<file path="config.mk">
export PLATFORM = sky130hd
export DESIGN_NAME = lab2_serial_adder
export DESIGN_NICKNAME = d
export VERILOG_FILES = /design/src/rtl/lab2_serial_adder.sv
export SDC_FILE = /design/constraint.sdc
export NUM_CORES = 1
export LEC_CHECK = 0
export ABC_AREA = 1
export BUFFER_PORTS_ARGS = -buffer_cell sky130_fd_sc_hd__clkbuf_2
export CORE_ASPECT_RATIO = 2
export CORE_UTILIZATION = 40
export CTS_CLUSTER_SIZE = 25
export DETAILED_ROUTE_END_ITERATION = 7
export MAX_ROUTING_LAYER = met4
export PLACE_DENSITY = 0.62
export SYNTH_ARGS = -nofsm -noshare
export SYNTH_HDL_FRONTEND = slang
export SYNTH_SLANG_ARGS = --single-unit
</file>
<file path="constraint.sdc">
create_clock -name clk -period 1.56 [get_ports clk]
set_input_delay 0 -clock clk [delete_from_list [all_inputs] [get_ports clk]]
set_output_delay 0 -clock clk [all_outputs]
set_load 0.05 [all_outputs]
</file>
<file path="src/rtl/lab2_serial_adder.sv">
// Bit-serial WIDTH-bit adder: {cout, S} = A + B + cin, one full-adder slice per clock,
// LSB first. A start/busy/done handshake lets operations be issued back-to-back.
module lab2_serial_adder #(
  parameter int unsigned WIDTH = 4
) (
  input  logic             clk,
  input  logic             rst,
  input  logic             start,
  input  logic [WIDTH-1:0] A,
  input  logic [WIDTH-1:0] B,
  input  logic             cin,
  output logic             busy,
  output logic             done,
  output logic [WIDTH-1:0] S,
  output logic             cout
);

  localparam int unsigned CW = $clog2(WIDTH + 1);
  localparam logic [CW-1:0] LastCnt = CW'(WIDTH - 1);

  typedef enum logic [1:0] {StIdle, StRun, StDone} state_e;

  state_e           state_q, state_d;
  logic [WIDTH-1:0] a_sh_q, a_sh_d;
  logic [WIDTH-1:0] b_sh_q, b_sh_d;
  // Only the upper WIDTH-1 partial-sum bits need storing; the newest bit enters at the top.
  logic [WIDTH-1:1] r_sh_q, r_sh_d;
  logic             c_q, c_d;
  logic [CW-1:0]    count_q, count_d;
  logic [WIDTH-1:0] s_q, s_d;
  logic             cout_q, cout_d;

  logic             s_bit;
  logic             c_nxt;
  logic [WIDTH-1:0] sum_next;

  assign s_bit    = a_sh_q[0] ^ b_sh_q[0] ^ c_q;
  assign c_nxt    = (a_sh_q[0] & b_sh_q[0]) | (a_sh_q[0] & c_q) | (b_sh_q[0] & c_q);
  assign sum_next = {s_bit, r_sh_q};

  always_comb begin
    state_d = state_q;
    a_sh_d  = a_sh_q;
    b_sh_d  = b_sh_q;
    r_sh_d  = r_sh_q;
    c_d     = c_q;
    count_d = count_q;
    s_d     = s_q;
    cout_d  = cout_q;

    unique case (state_q)
      StIdle, StDone: begin
        if (start) begin
          a_sh_d  = A;
          b_sh_d  = B;
          c_d     = cin;
          r_sh_d  = '0;
          count_d = '0;
          state_d = StRun;
        end else begin
          state_d = StIdle;
        end
      end
      StRun: begin
        a_sh_d  = {1'b0, a_sh_q[WIDTH-1:1]};
        b_sh_d  = {1'b0, b_sh_q[WIDTH-1:1]};
        c_d     = c_nxt;
        r_sh_d  = sum_next[WIDTH-1:1];
        count_d = count_q + CW'(1);
        if (count_q == LastCnt) begin
          s_d     = sum_next;
          cout_d  = c_nxt;
          state_d = StDone;
        end
      end
      default: state_d = StIdle;
    endcase
  end

  always_ff @(posedge clk) begin
    if (rst) begin
      state_q <= StIdle;
      a_sh_q  <= '0;
      b_sh_q  <= '0;
      r_sh_q  <= '0;
      c_q     <= 1'b0;
      count_q <= '0;
      s_q     <= '0;
      cout_q  <= 1'b0;
    end else begin
      state_q <= state_d;
      a_sh_q  <= a_sh_d;
      b_sh_q  <= b_sh_d;
      r_sh_q  <= r_sh_d;
      c_q     <= c_d;
      count_q <= count_d;
      s_q     <= s_d;
      cout_q  <= cout_d;
    end
  end

  assign busy = (state_q == StRun);
  assign done = (state_q == StDone);
  assign S    = s_q;
  assign cout = cout_q;

endmodule

</file>
==> flow_summary.json, run 1 <==
{
  "outcome": "finished clean",
  "die-area_um2": 3090,
  "firstDrtPassIters": 4,
  "synth_cells": 141,
  "power_density_nw_per_um2": 1020,
  "ant_nets": 0,
  "clk_latency_ns": 0.27,
  "met2_wirelength_mm": 1.40,
  "nets": 182,
  "place_congestion": 0.733,
  "rows": 27,
  "synth-xor-area-share_pct": 0,
  "yosys.area_share.simple_pct": 35.9,
  "clkSinkCount": 22,
  "synth_common_cells": "31 x nand2_1, 22 x dfxtp_1, 18 x inv_1",
  "post-cts-setup-buffers": 0,
  "slew_headroom_pct": 70.2,
  "htreeDepth": 1,
  "vdd_ir_drop_max_mv": 0.536,
  "topRoutingLayerUsed": "met4",
  "clk_pin_slew_ns": 0.09,
  "fin_util_pct": 49.7,
  "finalWorstSetupSlack_ns": 0.284,
  "numCtsBuffers": 3,
  "root_buffer": "clkbuf_8",
  "grt_pass1_wl_mm": 4.20,
  "cp-start-kind": "flip-flop",
  "port_buffers": 18,
  "nFillCells": 270,
  "cts_tree": "built",
  "drt_iter0_drc": 20,
  "synth_nets": 156,
  "synth.distinct_cells": 21,
  "max-clock-path-buffers": 2,
  "synth.area.top_cells": "dfxtp_1 39%, nand2_1 10%, nand3_1 7.4%",
  "async_flop_share_pct": 0,
  "synth_enable_flop_cells": 0,
  "worst_pin_slew_ns": 0.446,
  "synth-compound-area-share_pct": 7.56,
  "synth_top_area_share_pct": 38.6,
  "crit_fanout": 9,
  "overflow": 0,
  "synthAdderAreaFrac_pct": 3.94,
  "groute.usage.overall_pct": 19.8,
  "maxCapViolations": 0,
  "finalHoldViolCount": 0,
  "ys_ff_latch": 22,
  "synth_top_family_by_area": "simple AND/OR/NAND/NOR gates",
  "rsz0062_at_grt": "false",
  "wl_per_cell_um": 12.6,
  "p_leak_nw": 0.632,
  "grt_max_degree": 25,
  "syn_area_per_cell_um2": 8.10,
  "hpwl_mm": 1.74,
  "netlist_area_um2": 1140,
  "post-route-min-period_ns": 1.28,
  "area_growth_pct": 19.2,
  "wl_met3_um": 57,
  "finalSetupViolCount": 0,
  "start_util_pct": 41.7,
  "crit_required_ns": 1.56,
  "period_share_pct": 81.8,
  "grt_pass1_vias": 1006,
  "drc_errors": 0,
  "antenna_found_initial": 0,
  "final_layout_size_suffix_gt1_share_pct": 25.9,
  "clock_skew_ns": 0.00198,
  "critPathArrivalTime_ns": 1.28,
  "die_w_um": 39.8,
  "die_y_um": 77.6,
  "seq_area_frac_synth_pct": 38.6,
  "n_antenna_cell": 0,
  "synthMuxAreaShare_pct": 0,
  "core_um2": 2740,
  "place_ws_ns": 0.352,
  "synth.most_common_cell": "nand2_1",
  "io_pins": 19,
  "vias": 959,
  "end_kind": "primary output",
  "tns_ns": 0,
  "hold_path.class": "primary input to flip-flop",
  "crit_type": "flip-flop to primary output",
  "yosys.area.top_type": "dfxtp_1",
  "maxSlewViolCount": 0,
  "synth_top_flop_cell": "dfxtp_1",
  "via_per_inst": 4.92,
  "drt-met1-wl_um": 966,
  "max_freq_ghz": 0.784,
  "routed_wl_mm": 2.46,
  "ys_warn_count": 0
}
## registers in the layout (all words and copies together), names as in the netlist
signal / count
cout: 1
S: 4
state_q: 2
count_q: 3
b_sh_q: 4
a_sh_q: 4
c_q: 1
r_sh_q: 3
## power breakdown
part	switching, mW	total (mW)	internal, mW
clock	0.207	0.550	0.343
combinational	0.138	0.230	0.0911
sequential	0.0207	0.615	0.594
## through the flow
step | instance area [um^2] | power, mW | std cells | hold WS [ns]
after floorplan | 1140 | 0.813 | 141 | 0.142
after global placement | 1200 | 0.833 | 182 | 0.233
after detailed placement | 1200 | 0.840 | 182 | 0.239
after CTS | 1360 | 1.40 | 195 | 0.0578
after global routing | 1360 | 1.47 | 195 | 0.0579
final | 1360 | 1.39 | 195 | 0.0518
## worst paths after layout
| path | from | end | slack, ns | depth (start not counted) |
|---|---|---|---|---|
| worst max-delay path | state_q[1]$_SDFFE_PP0P_ | done | 0.28 | 3 |
| worst min register to register | S[0]$_SDFFE_PP0P_ | S[0]$_SDFFE_PP0P_ | 0.48 | 2 |
| worst min-delay path | rst | r_sh_q[3]$_SDFFE_PP0P_ | 0.05 | 2 |
| worst max register to register | a_sh_q[0]$_SDFFE_PP0P_ | c_q$_SDFFE_PP0P_ | 0.33 | 7 |
## critical path, cell delays in order (launching register included)
cell and delay, ns:
dfxtp_1 0.49, inv_4 0.13, nor2_1 0.10, clkbuf_2 0.28
## cell families after synthesis
logic type               after synthesis
adder cells (fa/ha/maj)                3
AO/OA/AOI/OAI                         12
buffers and inverters                 28
AND/OR/NAND/NOR                       76
flip-flops                            22
## repair_timing
item                      in CTS  in global routing
resized for setup              0                  0
hold endpoints to repair       9                  0
hold buffers                   9                  0
## per-layer routing
| layer | global-route usage (%) | vias up |
|---|---|---|
| li1 | - | 494 |
| met4 | 7.24 | 0 |
| met5 | - | - |
| met3 | 3.43 | 4 |
| met2 | 35.1 | 18 |
| met1 | 19.8 | 443 |
## cells in the final DEF (no fill, tap or decap)
master	synthesis	routed
nor2_8	1	1
fa_1	1	1
inv_2	1	1
nand2_8	1	1
inv_4	2	2
clkbuf_2	0	18
inv_1	18	18
nor2_1	8	8
dlygate4sd3_1	0	9
ha_1	2	2
nand3b_1	3	3
nand2_4	1	1
nand3_2	7	7
dfxtp_1	22	22
o21ai_0	2	2
nand2_1	31	31
a21oi_1	3	3
nand3_1	17	17
bufinv_16	0	1
buf_4	3	1
nor3_1	7	7
a21oi_2	7	7
clkbuf_8	0	3
## area by class of cell
| cell class | count | area (um^2) | share of cell area, % |
|---|---|---|---|
| tap | 29 | 36.3 | 2.67 |
| inverter | 21 | 83.8 | 6.16 |
| clock inverter | 1 | 30.0 | 2.21 |
| timing repair buffer | 28 | 188 | 13.8 |
| clock buffer | 3 | 41.3 | 3.03 |
| multi-input combinational | 91 | 542 | 39.8 |
| sequential | 22 | 440 | 32.4 |
(Power assumes the default switching activity.)
==> run 2, diff against run 1 <==
- ABC_AREA: 1 -> 0
- CORE_ASPECT_RATIO: 2 -> default
- PLACE_DENSITY: 0.62 -> 0.65
- clock period: 1.56 -> 1.1 ns (I/O delays scaled with it)
==> run 2 against run 1 <==
The run now ends with negative setup slack left. Clock skew about the same. Count of clock-buffer cells in the layout increased by 1. Non-clock buffer count increased by 10. Cell count decreased by 11%. Synthesized cell count decreased by 21%. Critical path depth unchanged. Largest cell class unchanged.
==> flow_summary.json, run 2 <==
{
  "outcome": "complete, but fails checks",
  "violations": "negative setup slack",
  "routed_wl_mm": 2.12,
  "hold_path.class": "primary input to flip-flop",
  "cts_tree": "built",
  "max-clock-path-buffers": 2,
  "place_congestion": 0.793,
  "seq_area_frac_synth_pct": 45.6,
  "grt_pass1_vias": 851,
  "finalSetupViolCount": 9,
  "p_sw_share_pct": 26.6,
  "post-route-min-period_ns": 1.18,
  "final_layout_size_suffix_gt1_share_pct": 40.0,
  "wl_per_cell_um": 12.2,
  "die-area_um2": 2620,
  "p_leak_nw": 0.548,
  "synth_nets": 126,
  "drc_errors": 0,
  "syn_area_per_cell_um2": 8.70,
  "clkSinkCount": 22,
  "clk_pin_slew_ns": 0.12,
  "synth_top_area_share_pct": 45.6,
  "finalWorstSetupSlack_ns": -0.0774,
  "rsz0062_at_grt": "true",
  "final_common_cell": "nand2_1",
  "total_power_mw": 1.65,
  "rows": 17,
  "die_y_um": 51.1,
  "antenna_found_initial": 0,
  "die_w_um": 51.1,
  "slew_headroom_pct": 69.9,
  "tns_ns": -0.309,
  "htreeDepth": 1,
  "place_area_um2": 1080,
  "r2r-end": "S[3]$_SDFFE_PP0P_",
  "via_per_inst": 5.06,
  "power_density_nw_per_um2": 1200,
  "synth.most_common_cell": "nand2_1",
  "hpwl_mm": 1.30,
  "vdd_ir_drop_max_mv": 1.05,
  "ant_nets": 0,
  "layout_common_cells": "19 x nand2_1, 16 x dfxtp_1, 16 x clkbuf_2",
  "vias": 876,
  "area_growth_pct": 42.2,
  "finalHoldViolCount": 0,
  "holdPathEnd": "S[1]$_SDFFE_PP0P_",
  "period_share_pct": 107,
  "core_um2": 2250,
  "clkPwrFrac_pct": 27.1,
  "design_area_um2": 1370,
  "pwr-share-seq_pct": 53.0,
  "p_sw_mw": 0.439,
  "maxCapViolations": 0,
  "groute.usage.overall_pct": 18.9,
  "cp-start-kind": "flip-flop",
  "firstDrtPassIters": 3,
  "max_freq_ghz": 0.849,
  "crit_path_top_delay_cell": "fa_2",
  "crit_path_max_incr_delay_ns": 0.57,
  "port_buffers": 18,
  "worstPathCellList": "fa_2 > nand3_1 > a21oi_1",
  "crit_type": "flip-flop to flip-flop",
  "root_buffer": "clkbuf_4",
  "clk_latency_ns": 0.30,
  "synth.area.top_cells": "dfxtp_1 46%, nand2_1 9.3%, a21oi_1 6.7%",
  "min_from": "rst",
  "synth_common_cells": "24 x nand2_1, 22 x dfxtp_1, 13 x a21oi_1, 13 x nand3_1, 9 x nor2_1",
  "maxSlewViolCount": 0,
  "ys_warn_count": 0,
  "grt_pass1_wl_mm": 3.55,
  "min_path_cells": 2,
  "pwr-share-comb_pct": 19.9,
  "netlist_area_um2": 966,
  "stdcell_count": 173,
  "drt_iter0_drc": 4,
  "crit_fanout": 2,
  "place_ws_ns": -0.0625,
  "clock_skew_ns": 0.00242,
  "nets": 161,
  "dp.cells": 154,
  "start_util_pct": 42.8,
  "n_antenna_cell": 0,
  "io_pins": 19,
  "startpoint": "c_q$_SDFFE_PP0P_",
  "overflow": 0,
  "r2r-start": "c_q$_SDFFE_PP0P_",
  "synth_cells": 111,
  "async_flop_share_pct": 0,
  "ys_ff_latch": 22,
  "numCtsBuffers": 3,
  "synth.distinct_cells": 20,
  "rr_worst_depth": 3,
  "crit_required_ns": 1.34,
  "p_int_mw": 1.21,
  "worst_pin_slew_ns": 0.452,
  "synth_enable_flop_cells": 0,
  "grt_max_degree": 23,
  "regToRegSetupSlack_ns": -0.08,
  "critPathArrivalTime_ns": 1.42,
  "yosys.area.top_type": "dfxtp_1",
  "end_kind": "flip-flop",
  "synth_top_flop_cell": "dfxtp_1"
}
-- run 2: cell count changes after synthesis, sizes merged, moves of 3 or more --
cell / previous run / this run
a21oi: 10 / 13
a311oi: 0 / 7
inv: 21 / 2
nand2: 33 / 25
nand2b: 0 / 4
nand3: 24 / 13
nor3: 7 / 0
-- run 2: worst max-delay path by stage --
stage,endpoint,slack [ns]
after floorplan,S[3]$_SDFFE_PP0P_,0.005
after global placement,S[3]$_SDFFE_PP0P_,-0.03
after detailed placement,b_sh_q[0]$_SDFFE_PP0P_,-0.06
after CTS,S[3]$_SDFFE_PP0P_,-0.06
after global routing,r_sh_q[3]$_SDFFE_PP0P_,-0.12
final,S[3]$_SDFFE_PP0P_,-0.08
-- run 2: power groups by stage --
stage                     clock, mW  combinational (mW)  sequential (mW)
final                         0.448               0.329            0.876
after global routing          0.489               0.363            0.883
after CTS                     0.452               0.300            0.873
after detailed placement          0               0.224            0.883
after global placement            0               0.215            0.881
after floorplan                   0               0.186            0.877
-- run 2: cell families (layout without fill, tap and decap cells) --
family          count (synthesis)  count (layout)  share of synthesized area (%)
buf+inv                        11              44                           9.84
compound gates                 21              21                           14.5
simple gates                   54              55                           25.4
flops                          22              22                           45.6
fa+ha+maj                       3               3                           4.66
-- run 2: critical path: cells and delay by family (launching register included) --
kind                     cells  cell delay [ns]
AO/OA/AOI/OAI                1             0.12
adder cells (fa/ha/maj)      1             0.57
flip-flops                   1             0.36
AND/OR/NAND/NOR              1             0.07
-- run 2: what timing repair did --
| action | 4_1_cts | 5_1_grt |
|---|---|---|
| endpoints found under the hold margin | 9 | 0 |
| gates cloned | 1 | 1 |
| resized for setup | 21 | 9 |
| setup buffers | 4 | 0 |
| setup endpoints to repair | 16 | 20 |
| hold buffers | 9 | 0 |
| pin swaps | 9 | 10 |
-- run 2: layer usage --
layer,up-vias,global-route usage (%),share of wire (%)
met5,-,-,0
met4,0,9.26,1.7
met3,4,2.98,2.7
met2,17,33.6,50
met1,410,20.1,45
li1,445,-,-
-- run 2: layout make-up --
| cell class | instances | area [um^2] |
|---|---|---|
| Clock buffer | 4 | 36.3 |
| Timing Repair Buffer | 38 | 328 |
| Tap cell | 28 | 35.0 |
| Inverter | 2 | 10.0 |
| Fill cell | 217 | 881 |
| Multi-Input combinational cell | 79 | 514 |
| Sequential cell | 22 | 450 |
-- run 2: metrics by stage --
stage | utilization, % | hold slack (ns)
2_1_floorplan | - | 0.0721
3_3_place_gp | 47.7 | 0.224
3_5_place_dp | 47.7 | 0.232
4_1_cts | 58.5 | 0.163
5_1_grt | 60.9 | 0.171
6_report | 60.9 | 0.145
==> run 3, diff against run 2 <==
- PLACE_DENSITY: 0.65 -> 0.63
- clock period: 1.1 -> 1.47 ns (I/O delays scaled with it)
==> run 3 against run 2 <==
The flow now finishes without violations. Setup slack better by 0.21 ns. Routed wire length down 12%. Flip-flop and latch count unchanged. Die area unchanged. Clock power down 41%. Critical path depth up 1. Global-route usage down 2.7 points. Largest power group unchanged.
==> flow_summary.json, run 3 (synthesis results as in run 2) <==
{
  "met3_usage_pct": 2.68,
  "max-clock-path-buffers": 2,
  "finalHoldViolCount": 0,
  "seq_area_um2": 440,
  "drt_iter0_drc": 7,
  "antenna_found_initial": 0,
  "port_buffers": 18,
  "ant_nets": 0,
  "grt_max_degree": 23,
  "place_ws_ns": 0.160,
  "top_usage_layer": "met2",
  "p_sw_share_pct": 26.3,
  "max_freq_ghz": 0.749,
  "grt_pass1_wl_mm": 3.06,
  "cts_tree": "built",
  "grt_pass1_vias": 744,
  "regToRegSetupSlack_ns": 0.15,
  "clk_latency_ns": 0.30,
  "overflow": 0,
  "final_common_cell": "nand2_1",
  "pwr-share-seq_pct": 59.6,
  "clkSinkCount": 22,
  "root_buffer": "clkbuf_4",
  "fin_util_pct": 50.8,
  "p_leak_nw": 0.461,
  "nets": 152,
  "cp-start-kind": "flip-flop",
  "layout_common_cells": "24 x nand2_1, 22 x dfxtp_1, 17 x clkbuf_2",
  "io_pins": 19,
  "nFillCells": 245,
  "vias": 832,
  "dp.cells": 151,
  "crit_required_ns": 1.47,
  "slew_headroom_pct": 69.3,
  "htreeDepth": 1,
  "area_growth_pct": 18.5,
  "hold_path.class": "primary input to flip-flop",
  "die-area_um2": 2620,
  "firstDrtPassIters": 4,
  "outcome": "finished clean",
  "groute.usage.overall_pct": 16.1,
  "routed_wl_mm": 1.87,
  "post-cts-setup-buffers": 0,
  "tns_ns": 0,
  "crit_fanout": 12,
  "drc_errors": 0,
  "p_int_mw": 0.800,
  "stdcell_count": 163,
  "wl_per_cell_um": 11.5,
  "via_per_inst": 5.10,
  "final_layout_size_suffix_gt1_share_pct": 21.5,
  "start_util_pct": 42.8,
  "finalWorstSetupSlack_ns": 0.134,
  "place_congestion": 0.817,
  "vdd_ir_drop_max_mv": 0.480,
  "worst_pin_slew_ns": 0.460,
  "hpwl_mm": 1.24,
  "pwr-share-comb_pct": 16.1,
  "numCtsBuffers": 3,
  "multi_input_area_um2": 430,
  "end_kind": "primary output",
  "crit_type": "flip-flop to primary output",
  "clock_skew_ns": 0.00284,
  "grtUsageMet2_pct": 24.8,
  "post-route-min-period_ns": 1.34,
  "power_density_nw_per_um2": 948,
  "critPathArrivalTime_ns": 1.34,
  "total_power_mw": 1.09,
  "period_share_pct": 90.9,
  "clkPwrFrac_pct": 24.3,
  "finalSetupViolCount": 0,
  "rsz0062_at_grt": "false",
  "maxSlewViolCount": 0,
  "p_sw_mw": 0.285,
  "grt.met1_usage_pct": 20.3,
  "maxCapViolations": 0,
  "core_um2": 2250,
  "die_y_um": 51.1,
  "die_w_um": 51.1,
  "rows": 17,
  "n_antenna_cell": 0,
  "clk_pin_slew_ns": 0.11
}
## run 3: per-stage QoR
step / instance area (um^2) / hold WS, ns
4_1_cts: 1140 / 0.164
3_5_place_dp: 1030 / 0.234
5_1_grt: 1140 / 0.191
6_report: 1140 / 0.172
2_1_floorplan: 966 / 0.0721
3_3_place_gp: 1030 / 0.226
## run 3: layout make-up
class,instances,area share (%)
clock buffers,3,1.97
inverters,2,0.656
multi-input cells,78,37.6
flip-flops and latches,22,38.5
well taps,28,3.06
repair buffers,30,18.3
## run 3: repair_timing
item / CTS / global route
hold endpoints to repair: 9 / 0
endpoints found under the setup margin: 1 / 1
hold buffers: 9 / 0
resized for setup: 1 / 2
## run 3: routing by layer
metal | wire (um) | up-vias
met4 | 37 | 0
met5 | 0 | -
li1 | - | 430
met2 | 881 | 17
met3 | 51 | 5
met1 | 899 | 380
## run 3: worst paths after layout
| check | start | endpoint | cells after the start |
|---|---|---|---|
| worst max-delay path | state_q[1]$_SDFFE_PP0P_ | busy | 4 |
| worst min register to register | S[0]$_SDFFE_PP0P_ | S[0]$_SDFFE_PP0P_ | 2 |
| worst min-delay path | rst | a_sh_q[1]$_SDFFE_PP0P_ | 2 |
| worst max register to register | count_q[0]$_SDFFE_PP0P_ | S[1]$_SDFFE_PP0P_ | 5 |
## run 3: critical path, cell delays in order (launching register included)
cell      delay [ns]
dfxtp_1         0.34
nand2b_1        0.15
buf_4           0.18
inv_2           0.17
buf_6           0.19
## run 3: power groups by stage
stage / combinational [mW] / clock, mW / sequential [mW]
after CTS: 0.174 / 0.277 / 0.648
after global placement: 0.150 / 0 / 0.661
after floorplan: 0.139 / 0 / 0.656
after detailed placement: 0.154 / 0 / 0.661
final: 0.175 / 0.263 / 0.647
after global routing: 0.196 / 0.294 / 0.652
